`config.mk`:
```
export PLATFORM = sky130hd
export DESIGN_NAME = lsu
export DESIGN_NICKNAME = d
export VERILOG_FILES = /design/src/rtl/lsu.sv
export SDC_FILE = /design/constraint.sdc
export NUM_CORES = 1
export LEC_CHECK = 0
export ABC_CLOCK_PERIOD_IN_PS = 2380
export CAP_MARGIN = 20
export CORE_MARGIN = 2
export CORE_UTILIZATION = 43
export CTS_CLUSTER_SIZE = 28
export DETAILED_ROUTE_END_ITERATION = 6
export PLACE_DENSITY = 0.95
export SLEW_MARGIN = 20
export SYNTH_ARGS = -nofsm -noshare
export SYNTH_HDL_FRONTEND = slang
export SYNTH_SLANG_ARGS = --single-unit
```
`constraint.sdc`:
```
create_clock -name clk_i -period 2.38 [get_ports clk_i]
set_input_delay 0.476 -clock clk_i [delete_from_list [all_inputs] [get_ports clk_i]]
set_output_delay 0.476 -clock clk_i [all_outputs]
set_load 0.05 [all_outputs]
```
`src/rtl/lsu.sv`:
```
// Load/store unit: one request at a time, funct3 -> one-hot ram write enable, load extension.
// Optional `LSU_MISALIGN_TRAP_EN: misaligned half/word accesses fault instead of reaching ram.
module lsu (
    input  logic        clk_i,
    input  logic        rst_i,
    input  logic        req_valid_i,
    output logic        req_ready_o,
    input  logic        req_we_i,
    input  logic [2:0]  req_funct3_i,
    input  logic [31:0] req_addr_i,
    input  logic [31:0] req_wdata_i,
    output logic        resp_valid_o,
    output logic [31:0] resp_rdata_o,
    output logic        resp_fault_o,
    output logic [2:0]  mem_write_enable_o,
    output logic [31:0] mem_addr_o,
    output logic [31:0] mem_wdata_o,
    input  logic [31:0] mem_rdata_i,
    output logic [1:0]  dbg_state_o
);

    typedef enum logic [1:0] {
        IDLE   = 2'd0,
        ACCESS = 2'd1,
        WAIT   = 2'd2,
        RESP   = 2'd3
    } state_e;

    state_e      state_q;
    logic        is_store_q;
    logic        fault_q;
    logic [2:0]  funct3_q;
    logic        req_fault_d;
    logic [2:0]  req_we_code_d;
    logic [31:0] load_ext_d;

    // Handshake: a request is taken at a rising edge where req_valid_i & req_ready_o.
    assign req_ready_o = (state_q == IDLE);
    assign dbg_state_o = state_q;

    always_comb begin
        req_fault_d   = 1'b0;
        req_we_code_d = 3'b000;
        if (req_we_i) begin
            case (req_funct3_i)
                3'b000:  req_we_code_d = 3'b100;
                3'b001:  req_we_code_d = 3'b010;
                3'b010:  req_we_code_d = 3'b001;
                default: req_fault_d   = 1'b1;
            endcase
        end else begin
            case (req_funct3_i)
                3'b000, 3'b001, 3'b010, 3'b100, 3'b101: req_fault_d = 1'b0;
                default:                                req_fault_d = 1'b1;
            endcase
        end
`ifdef LSU_MISALIGN_TRAP_EN
        // funct3[1:0] selects access size for both LH/LHU/SH (01) and LW/SW (10).
        if ((req_funct3_i[1:0] == 2'b01 && req_addr_i[0]) ||
            (req_funct3_i[1:0] == 2'b10 && req_addr_i[1:0] != 2'b00)) begin
            req_fault_d = 1'b1;
        end
`endif
        if (req_fault_d) begin
            req_we_code_d = 3'b000;
        end
    end

    always_comb begin
        load_ext_d = mem_rdata_i;
        case (funct3_q)
            3'b000:  load_ext_d = {{24{mem_rdata_i[7]}}, mem_rdata_i[7:0]};
            3'b001:  load_ext_d = {{16{mem_rdata_i[15]}}, mem_rdata_i[15:0]};
            3'b100:  load_ext_d = {24'b0, mem_rdata_i[7:0]};
            3'b101:  load_ext_d = {16'b0, mem_rdata_i[15:0]};
            default: load_ext_d = mem_rdata_i;
        endcase
    end

    always_ff @(posedge clk_i) begin
        if (rst_i) begin
            state_q            <= IDLE;
            is_store_q         <= 1'b0;
            fault_q            <= 1'b0;
            funct3_q           <= 3'b000;
            resp_valid_o       <= 1'b0;
            resp_fault_o       <= 1'b0;
            resp_rdata_o       <= 32'h0;
            mem_write_enable_o <= 3'b000;
            mem_addr_o         <= 32'h0;
            mem_wdata_o        <= 32'h0;
        end else begin
            case (state_q)
                IDLE: begin
                    if (req_valid_i) begin
                        mem_addr_o         <= req_addr_i;
                        mem_wdata_o        <= req_wdata_i;
                        mem_write_enable_o <= req_we_code_d;
                        is_store_q         <= req_we_i;
                        fault_q            <= req_fault_d;
                        funct3_q           <= req_funct3_i;
                        state_q            <= ACCESS;
                    end
                end
                ACCESS: begin
                    // Write enable lives exactly one cycle so ram commits once.
                    mem_write_enable_o <= 3'b000;
                    if (fault_q) begin
                        resp_valid_o <= 1'b1;
                        resp_fault_o <= 1'b1;
                        resp_rdata_o <= 32'h0;
                        state_q      <= RESP;
                    end else if (is_store_q) begin
                        resp_valid_o <= 1'b1;
                        resp_rdata_o <= 32'h0;
                        state_q      <= RESP;
                    end else begin
                        state_q <= WAIT;
                    end
                end
                WAIT: begin
                    resp_valid_o <= 1'b1;
                    resp_rdata_o <= load_ext_d;
                    state_q      <= RESP;
                end
                RESP: begin
                    resp_valid_o <= 1'b0;
                    resp_fault_o <= 1'b0;
                    resp_rdata_o <= 32'h0;
                    state_q      <= IDLE;
                end
                default: state_q <= IDLE;
            endcase
        end
    end

endmodule

```
==> impl_metrics.json <==
{
  "vias": 4354,
  "fmax_mhz": 472,
  "whs_endpoint": "mem_addr_o[8]",
  "place_congestion": 0.817,
  "synth.distinct_cells": 38,
  "num_antenna_cells": 0,
  "root_buffer": "clkbuf_8",
  "initial_core_util": 0.437,
  "numCtsBuffers": 9,
  "drive_above_1_share": 0.0466,
  "cts_resized": 0,
  "postCtsHoldBufs": 0,
  "globalRoute.totalOverflow": 0,
  "finClkSkew_ns": 0.00704,
  "seq_area_frac_synth": 0.514,
  "synth_top_cell_area_share": 0.514,
  "antenna_found_initial": 0,
  "clk_pin_slew_ns": 0.09,
  "synth_largest_area_cell": "dfxtp_1",
  "peakVddDrop_mv": 0.490,
  "p_leak_nw": 2.34,
  "worstPathRequired_ns": 1.90,
  "min_from": "mem_addr_o[8]",
  "synth_area_sq_mm": 0.00421,
  "slew_headroom": 0.624,
  "end_kind": "output pin",
  "async_flop_share": 0,
  "area_delta_synth_final_pct": 53.9,
  "grt_start_max_net_pins": 53,
  "finalCritPeriodShare": 0.891,
  "critical_path.max_fanout": 6,
  "setup_violations": 0,
  "worst_slew_pin_slew_ns": 0.562,
  "critPathKind": "flop to output pin",
  "ys.flop_type": "dfxtp_1",
  "fp.dieH_um": 103,
  "status": "finished, final reports clean",
  "cp_slowest_cell": "clkdlybuf4s50_1",
  "die_area_sq_mm": 0.0106,
  "worstReg2RegEnd": "resp_rdata_o[29]",
  "ys_warn_count": 0,
  "start_kind": "flop",
  "core_area_sq_mm": 0.00964,
  "clock-sinks": 108,
  "clock_latency_ns": 0.35,
  "path_buf_inv": 1,
  "drc": 0,
  "cts_max_level": 3,
  "nets": 792,
  "r2r_slack_ns": 0.39,
  "drt_iter0_drc": 159,
  "synth_seq_cells": 108,
  "synth_edf_count": 0,
  "io_buffers": 206,
  "max_stage_delay_ns": 0.86,
  "timing.rr.start": "dbg_state_o[1]",
  "fin_crit_ns": 2.12,
  "drt-total-wl_um": 12600,
  "finalPower_mw": 6.58,
  "die_w_um": 103,
  "holdCritPathClass": "flop to flop",
  "grt_pass1_wl_um": 19500,
  "cp_top_family": "buffers and inverters",
  "rsz0062_at_grt": "no",
  "min_path_cells": 2,
  "wl_per_cell_um": 15.3,
  "hpwl_um": 9310,
  "synth.area.top_cells": "dfxtp_1, nand2_1, a21oi_1",
  "clock_path_buffers": 2,
  "synth_cells": 501,
  "fin_setup_tns_ns": 0,
  "postCtsSetupBuffers": 0,
  "rows": 36,
  "ant_nets": 0,
  "hold_viol": 0,
  "grt_pass1_vias": 4163,
  "path_cells": "clkdlybuf4s50_1",
  "cts_tree": "done",
  "postSynthAreaPerCell_sq_um": 8.40,
  "fillCellCount": 762,
  "p_per_area_mw_per_mm2": 1020,
  "synthesis.nets": 609,
  "viasPerCell": 5.31,
  "dr.pass1.iters": 5,
  "ios": 207,
  "drv_cap": 0,
  "crit_arrival_ns": 1.64,
  "rr_worst_depth": 5,
  "grtUsageTotal": 0.230,
  "slew_viol_final": 0
}
[worst register-to-register path: cells and delay by family (launching register included)]
kind | cells | cell delay [ns]
simple gates | 2 | 0.61
compound gates | 1 | 0.45
fa+ha+maj | 1 | 0.27
buf+inv | 1 | 0.12
flops | 1 | 0.43
[flip-flops by register name (all words and copies together) (netlist names)]
name and cells:
resp_fault_o 1, mem_write_enable_o 3, is_store_q 1, funct3_q 3, mem_addr_o 32, mem_wdata_o 32, resp_valid_o 1, resp_rdata_o 32
dbg_state_o 2, fault_q 1
[cell families (layout without fill, tap and decap cells)]
logic type               Yosys count  in the layout  share of synthesized area
adder cells (fa/ha/maj)            5              5                     0.0149
AO/OA/AOI/OAI                    147            147                      0.215
AND/OR/NAND/NOR                  191            191                      0.200
buffers and inverters             47            233                     0.0493
flip-flops                       108            108                      0.514
multiplexers                       3              3                    0.00743
[stage by stage]
step	std cells	util	hold WS (ns)	instance area [sq um]	setup WS, ns
6_report	820	0.672	0.456	6480	0.260
5_1_grt	820	0.672	0.481	6480	0.213
4_1_cts	820	0.672	0.461	6480	0.234
3_5_place_dp	806	0.656	0.448	6320	0.358
3_3_place_gp	806	0.656	0.441	6320	0.403
2_1_floorplan	501	-	0.445	4210	0.135
[worst max path at each step]
stage                   start                     to  slack [ns]  depth (start not counted)
6_report       dbg_state_o[1]         dbg_state_o[1]        0.26                          1
5_1_grt        dbg_state_o[1]       resp_rdata_o[29]        0.21                          5
4_1_cts        dbg_state_o[1]         dbg_state_o[1]        0.23                          1
3_5_place_dp         req_we_i  mem_write_enable_o[2]        0.36                          4
3_3_place_gp            rst_i       resp_rdata_o[15]        0.40                          3
2_1_floorplan  dbg_state_o[0]         mem_addr_o[17]        0.14                          8
[report_power, final]
| group | switching [mW] | internal (mW) | total (mW) |
|---|---|---|---|
| Combinational | 2.25 | 1.06 | 3.31 |
| Clock | 0.564 | 0.398 | 0.962 |
| Sequential | 0.188 | 2.12 | 2.30 |
[cells in the mapped netlist (all sizes together), types with 2 or more instances]
cell type,instances
o21ai,19
o211ai,16
nand2,149
or4b,2
ha,5
nor2,3
mux2i,2
dfxtp,108
a21oi,84
nor3b,2
nor2b,19
inv,4
nand4,8
clkbuf,18
o41ai,16
buf,24
a22o,7
[placed cells by master, fill, tap and decap left out, types with 2 or more instances in the layout]
| cell type | instances |
|---|---|
| clkdlybuf4s50_1 | 204 |
| nand2_1 | 147 |
| dfxtp_1 | 108 |
| a21oi_1 | 83 |
| o21ai_0 | 19 |
| nor2b_1 | 19 |
| o211ai_1 | 16 |
| o41ai_1 | 16 |
| clkbuf_8 | 10 |
| buf_4 | 9 |
| nand4_1 | 8 |
| a22o_1 | 7 |
| ha_1 | 5 |
| inv_1 | 4 |
| nor2_1 | 3 |
| nand2_2 | 2 |
| or4b_1 | 2 |
| mux2i_1 | 2 |
| clkbuf_1 | 2 |
[per-layer routing]
metal  vias to the layer above  track usage  part of all wire
li1                       2083            -                 -
met1                      2065        0.269              0.39
met5                         -            0                 0
met2                       183        0.403              0.51
met4                         0       0.0860             0.020
met3                        23       0.0597             0.080
[final cells by class]
class | count | area, sq um | share of cell area
timing repair buffer | 214 | 2130 | 0.329
tap | 133 | 166 | 0.0257
inverter | 5 | 18.8 | 0.00290
multi-input combinational | 346 | 1840 | 0.285
clock inverter | 2 | 12.5 | 0.00193
sequential | 108 | 2160 | 0.334
clock buffer | 12 | 145 | 0.0224
Note: power is estimated with default switching activity, not from simulation.
